`src/rtl/spi_port_bank_if.sv`:
```
`default_nettype none
// ============================================================================
// Module   : spi_port_bank_if
// Purpose  : Bundle of the SPI pins and Z80-side shadow outputs of the
//            expander-CPLD SPI register bank.
// Ports    : SPI_SCK / SPI_NSS / SPI_MOSI / SPI_A  - host MCU SPI pins (async)
//            SPI_MISO / SPI_MISO_OE               - readback data and enable
//            CH_DATA / CH_UPD                     - committed shadows, pulses
//            FRAME_ERR / ERR_CLR                  - sticky error and its clear
// Modports : slave  - the register bank
//            master - the host / environment side
// Revision : 1.0 - initial release
// ============================================================================
interface spi_port_bank_if #(
  parameter int NUM_CH = 4,
  parameter int A_W    = 2,
  parameter int DATA_W = 40
);
  logic                       SPI_SCK;
  logic                       SPI_NSS;
  logic                       SPI_MOSI;
  logic [A_W-1:0]             SPI_A;
  logic                       SPI_MISO;
  logic                       SPI_MISO_OE;
  logic [NUM_CH*DATA_W-1:0]   CH_DATA;
  logic [NUM_CH-1:0]          CH_UPD;
  logic                       FRAME_ERR;
  logic                       ERR_CLR;

  modport slave (
    input  SPI_SCK, SPI_NSS, SPI_MOSI, SPI_A, ERR_CLR,
    output SPI_MISO, SPI_MISO_OE, CH_DATA, CH_UPD, FRAME_ERR
  );

  modport master (
    output SPI_SCK, SPI_NSS, SPI_MOSI, SPI_A, ERR_CLR,
    input  SPI_MISO, SPI_MISO_OE, CH_DATA, CH_UPD, FRAME_ERR
  );
endinterface
`default_nettype wire

```
`src/rtl/spi_port_bank.sv`:
```
`default_nettype none
// ============================================================================
// Module   : spi_port_bank
// Purpose  : SPI slave register bank. SPI pins are oversampled on CLK14M,
//            frames are shifted into a per-frame register and committed
//            atomically into the addressed channel shadow on NSS rise.
//            Malformed frames are dropped and raise a sticky FRAME_ERR.
// Ports    : CLK14M - sole clock
//            RST    - asynchronous active-high reset
//            bus    - spi_port_bank_if.slave (SPI pins, shadows, error flag)
// Options  : SPI_BANK_READBACK_EN - when defined, MISO returns the addressed
//            channel's last committed frame MSB first; otherwise MISO is 0.
// Revision : 1.0 - initial release
// ============================================================================
module spi_port_bank #(
  parameter int                        NUM_CH   = 4,
  parameter int                        A_W      = 2,
  parameter int                        DATA_W   = 40,
  parameter logic [NUM_CH-1:0]         INV_MASK = 4'b1000,
  parameter logic [NUM_CH*DATA_W-1:0]  INIT_VAL = '0
) (
  input wire logic         CLK14M,
  input wire logic         RST,
  spi_port_bank_if.slave   bus
);
  // Counter must hold DATA_W+1 so overlong frames saturate instead of wrapping.
  localparam int                 c_cnt_w   = $clog2(DATA_W + 2);
  localparam logic [c_cnt_w-1:0] c_cnt_max = c_cnt_w'(DATA_W);
  localparam logic [c_cnt_w-1:0] c_cnt_sat = c_cnt_w'(DATA_W + 1);

  typedef enum logic [0:0] {S_IDLE = 1'b0, S_SHIFT = 1'b1} state_t;

  // Synchronisers; the third SCK/NSS stage is used only for edge detection.
  logic [2:0]        r_sck_sync;
  logic [2:0]        r_nss_sync;
  logic [1:0]        r_mosi_sync;
  logic [A_W-1:0]    r_a_s1;
  logic [A_W-1:0]    r_a_s2;

  state_t            r_state;
  logic [A_W-1:0]    r_ch;
  logic [DATA_W-1:0] r_sreg;
  logic [c_cnt_w-1:0] r_cnt;
  logic              r_oe;
  logic [NUM_CH-1:0] r_upd;
  logic              r_ferr;
  logic [DATA_W-1:0] r_shadow [NUM_CH];

  logic              w_sck_rise;
  logic              w_nss_fall;
  logic              w_nss_rise;
  logic              w_inv;
  logic [DATA_W-1:0] w_sreg_nxt;
  logic [c_cnt_w-1:0] w_cnt_nxt;
  logic              w_len_ok;
  logic              w_ch_ok;
  logic              w_end;
  logic              w_commit;
  logic              w_err;
  logic [NUM_CH*DATA_W-1:0] w_ch_data;

  always_ff @(posedge CLK14M or posedge RST) begin
    if (RST) begin
      r_sck_sync  <= '0;
      r_nss_sync  <= '1;   // idle-high so reset release is not seen as a frame start
      r_mosi_sync <= '0;
      r_a_s1      <= '0;
      r_a_s2      <= '0;
    end else begin
      r_sck_sync  <= {r_sck_sync[1:0], bus.SPI_SCK};
      r_nss_sync  <= {r_nss_sync[1:0], bus.SPI_NSS};
      r_mosi_sync <= {r_mosi_sync[0], bus.SPI_MOSI};
      r_a_s1      <= bus.SPI_A;
      r_a_s2      <= r_a_s1;
    end
  end

  assign w_sck_rise = r_sck_sync[1] & ~r_sck_sync[2];
  assign w_nss_fall = ~r_nss_sync[1] & r_nss_sync[2];
  assign w_nss_rise = r_nss_sync[1] & ~r_nss_sync[2];

  always_comb begin
    w_inv = 1'b0;
    for (int i = 0; i < NUM_CH; i++) begin
      if (r_ch == A_W'(i)) w_inv = INV_MASK[i];
    end
  end

  // Shift/count for this cycle, evaluated before the end-of-frame decision so
  // a coincident SCK rise and NSS rise still includes the last bit.
  assign w_sreg_nxt = w_sck_rise ? {r_sreg[DATA_W-2:0], r_mosi_sync[1] ^ w_inv} : r_sreg;
  assign w_cnt_nxt  = (w_sck_rise && (r_cnt != c_cnt_sat)) ? r_cnt + 1'b1 : r_cnt;

  assign w_len_ok = (w_cnt_nxt != '0) && (w_cnt_nxt[2:0] == 3'd0) && (w_cnt_nxt <= c_cnt_max);
  assign w_ch_ok  = (32'(r_ch) < NUM_CH);
  assign w_end    = (r_state == S_SHIFT) && w_nss_rise;
  assign w_commit = w_end && w_len_ok && w_ch_ok;
  // An empty frame (no clocks) is neither a commit nor an error.
  assign w_err    = w_end && (w_cnt_nxt != '0) && !(w_len_ok && w_ch_ok);

`ifdef SPI_BANK_READBACK_EN
  localparam int c_len_w = $clog2(DATA_W/8 + 1);

  logic               w_sck_fall;
  logic [DATA_W-1:0]  r_tx;
  logic [c_len_w-1:0] r_len [NUM_CH];
  logic [DATA_W-1:0]  w_sel_data;
  logic [c_len_w-1:0] w_sel_len;
  logic [c_len_w-1:0] w_new_len;

  assign w_sck_fall = ~r_sck_sync[1] & r_sck_sync[2];
  assign w_new_len  = c_len_w'(w_cnt_nxt >> 3);

  always_comb begin
    w_sel_data = '0;
    w_sel_len  = '0;
    for (int i = 0; i < NUM_CH; i++) begin
      if (r_a_s2 == A_W'(i)) begin
        w_sel_data = r_shadow[i];
        w_sel_len  = r_len[i];
      end
    end
  end

  // Transmit register is left-aligned so MISO is always its MSB; zeros shift
  // in behind the stored frame.
  assign bus.SPI_MISO = r_tx[DATA_W-1];
`else
  assign bus.SPI_MISO = 1'b0;
`endif

  always_ff @(posedge CLK14M or posedge RST) begin
    if (RST) begin
      r_state <= S_IDLE;
      r_ch    <= '0;
      r_sreg  <= '0;
      r_cnt   <= '0;
      r_oe    <= 1'b0;
      r_upd   <= '0;
      r_ferr  <= 1'b0;
      for (int i = 0; i < NUM_CH; i++) begin
        r_shadow[i] <= INIT_VAL[i*DATA_W +: DATA_W];
      end
`ifdef SPI_BANK_READBACK_EN
      r_tx <= '0;
      for (int i = 0; i < NUM_CH; i++) begin
        r_len[i] <= '0;
      end
`endif
    end else begin
      r_upd <= '0;
      case (r_state)
        S_IDLE: begin
          if (w_nss_fall) begin
            r_state <= S_SHIFT;
            r_ch    <= r_a_s2;
            r_sreg  <= '0;
            r_cnt   <= '0;
            r_oe    <= 1'b1;
`ifdef SPI_BANK_READBACK_EN
            r_tx    <= w_sel_data << (DATA_W - 8*int'(w_sel_len));
`endif
          end
        end
        S_SHIFT: begin
          r_sreg <= w_sreg_nxt;
          r_cnt  <= w_cnt_nxt;
`ifdef SPI_BANK_READBACK_EN
          if (w_sck_fall) r_tx <= {r_tx[DATA_W-2:0], 1'b0};
`endif
          if (w_nss_rise) begin
            r_state <= S_IDLE;
            r_oe    <= 1'b0;
`ifdef SPI_BANK_READBACK_EN
            r_tx    <= '0;
`endif
          end
        end
        default: r_state <= S_IDLE;
      endcase

      for (int i = 0; i < NUM_CH; i++) begin
        if (w_commit && (r_ch == A_W'(i))) begin
          r_shadow[i] <= w_sreg_nxt;
          r_upd[i]    <= 1'b1;
`ifdef SPI_BANK_READBACK_EN
          r_len[i]    <= w_new_len;
`endif
        end
      end

      // A new error outranks a simultaneous clear.
      if (w_err) begin
        r_ferr <= 1'b1;
      end else if (bus.ERR_CLR) begin
        r_ferr <= 1'b0;
      end
    end
  end

  for (genvar g = 0; g < NUM_CH; g++) begin : g_flat
    assign w_ch_data[g*DATA_W +: DATA_W] = r_shadow[g];
  end

  assign bus.CH_DATA     = w_ch_data;
  assign bus.CH_UPD      = r_upd;
  assign bus.FRAME_ERR   = r_ferr;
  assign bus.SPI_MISO_OE = r_oe;

endmodule
`default_nettype wire

```
`src/flat_wrapper.sv`:
```
// flat-port wrapper written by rule: the top's interface ports become plain ports
module spi_port_bank_flat 
#(
  parameter int                        NUM_CH   = 4,
  parameter int                        A_W      = 2,
  parameter int                        DATA_W   = 40,
  parameter logic [NUM_CH-1:0]         INV_MASK = 4'b1000,
  parameter logic [NUM_CH*DATA_W-1:0]  INIT_VAL = '0
)
  (CLK14M, RST, bus_SPI_SCK, bus_SPI_NSS, bus_SPI_MOSI, bus_SPI_A, bus_ERR_CLR, bus_SPI_MISO, bus_SPI_MISO_OE, bus_CH_DATA, bus_CH_UPD, bus_FRAME_ERR);
  spi_port_bank_if #(.NUM_CH(NUM_CH), .A_W(A_W), .DATA_W(DATA_W)) bus_i ();
  input wire logic CLK14M;
  input wire logic RST;
  input wire logic [$bits(bus_i.SPI_SCK)-1:0] bus_SPI_SCK;
  input wire logic [$bits(bus_i.SPI_NSS)-1:0] bus_SPI_NSS;
  input wire logic [$bits(bus_i.SPI_MOSI)-1:0] bus_SPI_MOSI;
  input wire logic [$bits(bus_i.SPI_A)-1:0] bus_SPI_A;
  input wire logic [$bits(bus_i.ERR_CLR)-1:0] bus_ERR_CLR;
  output wire logic [$bits(bus_i.SPI_MISO)-1:0] bus_SPI_MISO;
  output wire logic [$bits(bus_i.SPI_MISO_OE)-1:0] bus_SPI_MISO_OE;
  output wire logic [$bits(bus_i.CH_DATA)-1:0] bus_CH_DATA;
  output wire logic [$bits(bus_i.CH_UPD)-1:0] bus_CH_UPD;
  output wire logic [$bits(bus_i.FRAME_ERR)-1:0] bus_FRAME_ERR;
  assign bus_i.SPI_SCK = bus_SPI_SCK;
  assign bus_i.SPI_NSS = bus_SPI_NSS;
  assign bus_i.SPI_MOSI = bus_SPI_MOSI;
  assign bus_i.SPI_A = bus_SPI_A;
  assign bus_i.ERR_CLR = bus_ERR_CLR;
  assign bus_SPI_MISO = bus_i.SPI_MISO;
  assign bus_SPI_MISO_OE = bus_i.SPI_MISO_OE;
  assign bus_CH_DATA = bus_i.CH_DATA;
  assign bus_CH_UPD = bus_i.CH_UPD;
  assign bus_FRAME_ERR = bus_i.FRAME_ERR;
  spi_port_bank #(.NUM_CH(NUM_CH), .A_W(A_W), .DATA_W(DATA_W), .INV_MASK(INV_MASK), .INIT_VAL(INIT_VAL)) u_core (.CLK14M(CLK14M), .RST(RST), .bus(bus_i));
endmodule
```
`config.mk`:
```
export PLATFORM = sky130hd
export DESIGN_NAME = spi_port_bank_flat
export DESIGN_NICKNAME = d
export VERILOG_FILES = /design/src/rtl/spi_port_bank_if.sv /design/src/rtl/spi_port_bank.sv /design/src/flat_wrapper.sv
export SDC_FILE = /design/constraint.sdc
export NUM_CORES = 1
export LEC_CHECK = 0
export BUFFER_PORTS_ARGS = -buffer_cell sky130_fd_sc_hd__buf_4
export CORE_UTILIZATION = 30
export CTS_BUF_LIST = sky130_fd_sc_hd__clkbuf_16
export CTS_CLUSTER_DIAMETER = 100
export DETAILED_ROUTE_END_ITERATION = 7
export PLACE_DENSITY = 0.46
export SLEW_MARGIN = 20
export SYNTH_ARGS = -nofsm -noshare
export SYNTH_HDL_FRONTEND = slang
export SYNTH_SLANG_ARGS = --single-unit
```
`constraint.sdc`:
```
create_clock -name CLK14M -period 10.14 [get_ports CLK14M]
set_clock_uncertainty 0.2 [all_clocks]
set_input_delay 1.014 -clock CLK14M [delete_from_list [all_inputs] [get_ports CLK14M]]
set_output_delay 1.014 -clock CLK14M [all_outputs]
set_load 0.01 [all_outputs]
```
### After elaboration in Yosys (flattened, before gate mapping)

Index checks and enable logic that the tools add are counted.

| word-level totals | value |
|---|---|
| output and inout port bits | 167 |
| logic and storage cells | 69 |
| register bits | 227 |
| input port bits | 8 |

| operators by class | value |
|---|---|
| $add $sub $neg | 1 |
| $lt $le $gt $ge | 1 |
| bitwise logic cells | 8 |
| reduce and logical (&&, ||, !) cells | 18 |
| eq/ne operators | 6 |
| muxes and demuxes | 19 |

Operators with widths:

| cell | count |
|---|---|
| 40-bit 2-to-1 mux | 2 |
| 40-bit one-hot mux with 2 select lines | 1 |
| 6-bit 2-to-1 mux | 2 |
| 6-bit one-hot mux with 2 select lines | 1 |
| 1-bit logical AND | 11 |
| 1-bit 2-to-1 mux | 11 |
| 6-bit by 1-bit adder with 6-bit output (second input constant) | 1 |
| 6-bit less-or-equal comparator (second input constant) | 1 |
| 6-bit != test (second input constant) | 1 |
| 6-bit nonzero test | 1 |
| 2-bit == test (second input constant) | 2 |
| 1-bit inverter | 4 |
| 1-bit one-hot mux with 2 select lines | 2 |
| 2-bit AND reduction | 2 |
| 1-bit bitwise AND | 3 |
| 3-bit logical NOT | 1 |
| 2-bit by 1-bit == test with 1-bit output (second input constant) | 1 |
| 2-bit logical NOT | 1 |
| 2-bit by 1-bit != test with 1-bit output (second input constant) | 1 |
| 2-bit != test (second input constant) | 1 |
| 2-bit nonzero test | 1 |
| 1-bit logical NOT | 1 |
| 1-bit bitwise XOR | 1 |

### Longest topological paths before layout

| depth | value |
|---|---|
| word-level depth | 10 |
| depth in mapped cells | 9 |
| depth with buffers taken out | 7 |

### Worst setup path before layout

OpenSTA, ideal clock, no wires.

| timing path | value |
|---|---|
| kind | register to register |
| from | register u_core.r_cnt[0] |
| to | register u_core.r_shadow (netlist bit u_core.bus.CH_DATA[10]) |
| buffers on the path | 2 |
| stages on the path, launching flop included | 9 |
| period minus slack after synthesis | 2.433 ns |
| slack | 7.707 ns |
| library setup time | 0.125 ns |
| data required time | 9.815 ns |
| arrival time | 2.108 ns |
| path through | dfrtp_1 > ha_1 > nand3_1 > or3_1 > a22o_1 > and4_1 > buf_6 > buf_6 > mux2_4 |

| between the ends | value |
|---|---|
| longest elaborated chain between the ends | 8 |
| elaborated cells on any way between the ends | 11 |
| those cells by class | 1 x add/sub; 1 x order compare; 1 x eq/ne; 1 x mux; 7 x reduce/logical |

Ends and longest elaborated chain:

| what | RTL line | RTL |
|---|---|---|
| from (decl) | spi_port_bank.sv:43 | `logic [c_cnt_w-1:0] r_cnt;` |
| from (signal assigned) | spi_port_bank.sv:167 | `r_cnt <= w_cnt_nxt;` |
| branches (longest 2 deep; another with 6-bit by 1-bit adder with 6-bit output) | n/a |  |
| 6-bit 2-to-1 mux (*) | spi_port_bank.sv:92 | `assign w_cnt_nxt = (w_sck_rise && (r_cnt != c_cnt_sat)) ? r_cnt + 1'b1 : r_cnt;` |
| branches (longest 2 deep; another with 6-bit less-or-equal comparator) | n/a |  |
| 1-bit logical AND (*) | spi_port_bank.sv:94 | `assign w_len_ok = (w_cnt_nxt != '0) && (w_cnt_nxt[2:0] == 3'd0) && (w_cnt_nxt <= c_cnt_max);` |
| 1-bit logical AND (*) | spi_port_bank.sv:97 | `assign w_commit = w_end && w_len_ok && w_ch_ok;` |
| 1-bit logical AND (*) | spi_port_bank.sv:183 | `if (w_commit && (r_ch == A_W'(i))) begin` |
| to (signal, indexed assignment) | spi_port_bank.sv:142 | `r_shadow[i] <= INIT_VAL[i*DATA_W +: DATA_W];` |
| to (signal, indexed assignment) | spi_port_bank.sv:184 | `r_shadow[i] <= w_sreg_nxt;` |
| to (decl) | spi_port_bank.sv:47 | `logic [DATA_W-1:0] r_shadow [NUM_CH];` |

Mark *: on every way between the ends.
A chain may end at the register's enable or synchronous reset.

### Worst setup path after layout

| timing path | value |
|---|---|
| from | register u_core.r_sck_sync[2] |
| to | register u_core.r_shadow (netlist bit u_core.bus.CH_DATA[122]) |

| between the ends | value |
|---|---|
| longest elaborated chain between the ends | 9 |
| elaborated cells on any way between the ends | 12 |
| those cells by class | 1 x order compare; 2 x mux; 2 x bitwise; 7 x reduce/logical |

Ends and longest elaborated chain:

| what | RTL line | RTL |
|---|---|---|
| from (decl) | spi_port_bank.sv:34 | `logic [2:0] r_sck_sync;` |
| from (signal assigned) | spi_port_bank.sv:70 | `r_sck_sync <= {r_sck_sync[1:0], bus.SPI_SCK};` |
| 1-bit inverter (*) | spi_port_bank.sv:78 | `assign w_sck_rise = r_sck_sync[1] & ~r_sck_sync[2];` |
| 1-bit bitwise AND (*) | spi_port_bank.sv:78 |  |
| branches (longest 7 deep; another with 6-bit less-or-equal comparator) | n/a |  |

Marks and branches as above.

==> impl_metrics.py <==
metrics = {
    "run_status": {
        "status": "finished clean",
    },
    "synth": {
        "yosysSeqAreaShare_pct": 62.46,
        "yosysUniqueCellTypes": 38,
        "synth_area_mm2": 0.009100,
        "synth_nets": 674,
        "synth.top_cell.area_share_pct": 61.60,
        "yosys.area_share.adder_pct": 0.2750,
        "async_reset_ff_share_pct": 100.0,
        "synth_top_family_by_area": "multiplexers",
        "synthMuxAreaShare_pct": 21.66,
        "yosys-top-cells-area": "dfrtp_1 (62%), mux2_2 (8.8%), mux2_1 (6.4%)",
        "synth_edf_count": 0,
        "yosys_warnings": 0,
        "synth_common_cells": "dfrtp_1 (224), nand2_1 (124), mux2_2 (71)",
        "synth_most_common_cell": "dfrtp_1",
        "synth_area_per_cell_um2": 13.70,
        "synth_seq_cells": 227,
        "synthXorXnorAreaFrac_pct": 0.2887,
        "synthSimpleGateAreaFrac_pct": 7.122,
        "ys.flop_type": "dfrtp_1",
        "synth_top_cell_by_area": "dfrtp_1",
        "synth_compound_area_share_pct": 5.527,
        "synth_cells": 664,
    },
    "power_and_ir_drop": {
        "p_leak_nw": 6.198,
        "ir_drop_v": 0.0001049,
        "powerDensity_mw_per_mm2": 169.0,
    },
    "global_route": {
        "antenna_found_initial": 0,
        "grt_pass1_wl_mm": 34.47,
        "grt_pass1_vias": 5893,
        "grt_max_degree": 98,
        "grt_overflow": 0,
        "grtUsageTotal_pct": 14.04,
    },
    "flow_run": {
        "maxCapViolations": 0,
    },
    "floorplan": {
        "ios": 175,
        "die_w_um": 176.2,
        "num_rows": 63,
        "die_h_um": 176.2,
        "die_area_mm2": 0.03103,
        "core-area_mm2": 0.02972,
        "start_util_pct": 30.62,
    },
    "sta": {
        "hold_viol": 0,
        "finalSetupViolCount": 0,
        "fmax_mhz": 263.9,
        "maxSlewViolCount": 0,
        "worst_pin_slew_ns": 0.9992,
        "post-route-min-period_ns": 3.790,
        "tns_ns": 0,
        "hold_slack_ns": 0.1499,
        "finalCritPeriodShare_pct": 37.38,
        "slew_headroom_pct": 33.38,
        "rsz0062_at_grt": "false",
    },
    "drt": {
        "wl_met1_mm": 9.866,
        "drc_errors": 0,
        "routedWlPerCell_um": 17.20,
        "dr.max_layer_used": "met4",
        "initialDrtViolationCount": 222,
        "vias": 5748,
        "ant_nets": 0,
        "route.met2.wl_mm": 10.12,
        "drt_pass1_iterations": 4,
        "routed_wl_mm": 21.40,
        "wl_met3_mm": 1.081,
        "vias_per_cell": 4.621,
    },
    "final_layout": {
        "seq_area_mm2": 0.005685,
        "antenna_cells": 0,
        "syn_to_final_growth_pct": 28.35,
        "multiInputGateArea_mm2": 0.003197,
        "fin_area_mm2": 0.01168,
        "drive_gt1_share_pct": 40.28,
        "layout.nets": 844,
        "fillCellCount": 2867,
    },
    "clocking": {
        "cts_resized": 0,
        "clock_sinks": 227,
        "hold_buffers": 0,
        "clockBufferDepth": 3,
        "cts_setup_buffers": 0,
        "htree_levels": 1,
        "insertion_delay_ns": 0.52,
        "cts_made_buffers": 26,
        "clk_pin_slew_ns": 0.06,
        "cts_root_buf": "clkbuf_16",
        "cts_tree": "built",
    },
    "setup_path": {
        "crit_chain": "nand2b_2 -> or3_1 -> a22o_1 -> nand4_1 -> buf_4 -> mux2_2",
        "cp-end-kind": "register",
        "cp_max_fo": 43,
        "cp_data_arrival_time_ns": 3.99,
        "crit_type": "reg -> reg",
        "cp_slowest_stage_delay_ns": 0.62,
        "cp.required_ns": 10.34,
        "cp_slowest_cell": "nand2b_2",
        "start_kind": "register",
    },
    "placed_design": {
        "post_dp_cell_area_mm2": 0.01076,
        "place.gp.congestion": 0.6827,
        "dp_hpwl_mm": 12.87,
        "io_buffers": 173,
    },
    "worst_hold_path": {
        "hold_path.class": "reg -> reg",
    },
}
area by class of cell:
class / count / area share [%]
Multi-Input combinational cell: 389 / 27.37
Tap cell: 390 / 4.178
Timing Repair Buffer: 181 / 11.80
Sequential cell: 227 / 48.68
Clock buffer: 27 / 5.785
Clock inverter: 21 / 1.832
Inverter: 9 / 0.3535
sequential cells by signal, indices dropped and copies added (netlist names), 2 cells and up:
register,flops
u_core.r_sreg,40
u_core.r_cnt,6
u_core.r_a_s1,2
u_core.r_mosi_sync,2
u_core.r_a_s2,2
u_core.r_ch,2
u_core.r_nss_sync,3
u_core.bus.CH_DATA,160
u_core.bus.CH_UPD,4
u_core.r_sck_sync,3
metrics by stage:
step	instances	utilization [%]	power, mW	setup slack, ns
after floorplan	664	-	0.9936	2.711
after global placement	1195	36.22	1.021	6.319
after detailed placement	1195	36.22	1.021	6.251
after CTS	1243	39.21	2.014	6.241
after global routing	1244	39.30	2.062	6.048
final	1244	39.30	1.974	6.350
logic make-up after synthesis:
family | count (synthesis)
adder cells (fa/ha/maj) | 2
AND/OR/NAND/NOR | 156
other | 1
buffers and inverters | 48
XOR/XNOR | 3
flip-flops | 227
multiplexers | 162
AO/OA/AOI/OAI | 65
critical path, delay by kind of cell (launching register included):
| family | cells | cell delay [ns] |
|---|---|---|
| simple gates | 3 | 1.81 |
| buf+inv | 1 | 0.51 |
| flops | 1 | 0.40 |
| mux | 1 | 0.38 |
| compound gates | 1 | 0.31 |
worst paths after layout:
| path | end | slack, ns | startpoint | cells past startpoint |
|---|---|---|---|---|
| worst min-delay path | u_core.r_a_s2[1] | 0.15 | u_core.r_a_s1[1] | 0 |
| worst max-delay path | u_core.bus.CH_DATA[122] | 6.35 | u_core.r_sck_sync[2] | 6 |
| min in group asynchronous | u_core.bus.CH_DATA[98] | 0.39 | RST | 2 |
| worst max register to register | u_core.bus.CH_DATA[122] | 6.35 | u_core.r_sck_sync[2] | 6 |
| worst min register to register | u_core.r_a_s2[1] | 0.15 | u_core.r_a_s1[1] | 0 |
| max in group asynchronous | u_core.r_state | 7.88 | RST | 3 |
report_power, final:
part / internal [mW] / total (mW) / switching (mW)
registers: 0.916 / 0.933 / 0.0173
clock network: 0.586 / 0.972 / 0.386
logic: 0.0195 / 0.0691 / 0.0495
total: 1.52 / 1.97 / 0.453
layout by cell type (no fill, tap or decap), types with 4 or more instances in the layout:
master       n
clkbuf_16   27
nand2_1    124
o21ai_0     12
dfrtp_1    223
nor2_1       8
a21oi_1      4
inv_1       10
mux2_4      39
a22o_1      41
mux2_1      52
nand4_1      5
bufinv_16    4
buf_4      180
mux2_2      71
clkinv_2     7
layer usage:
| layer | GRT usage (%) | vias to the layer above |
|---|---|---|
| met3 | 2.756 | 28 |
| met4 | 3.551 | 0 |
| met1 | 19.28 | 2942 |
| li1 | - | 2654 |
| met5 | 0 | - |
| met2 | 22.64 | 124 |
(Power assumes the default switching activity.)
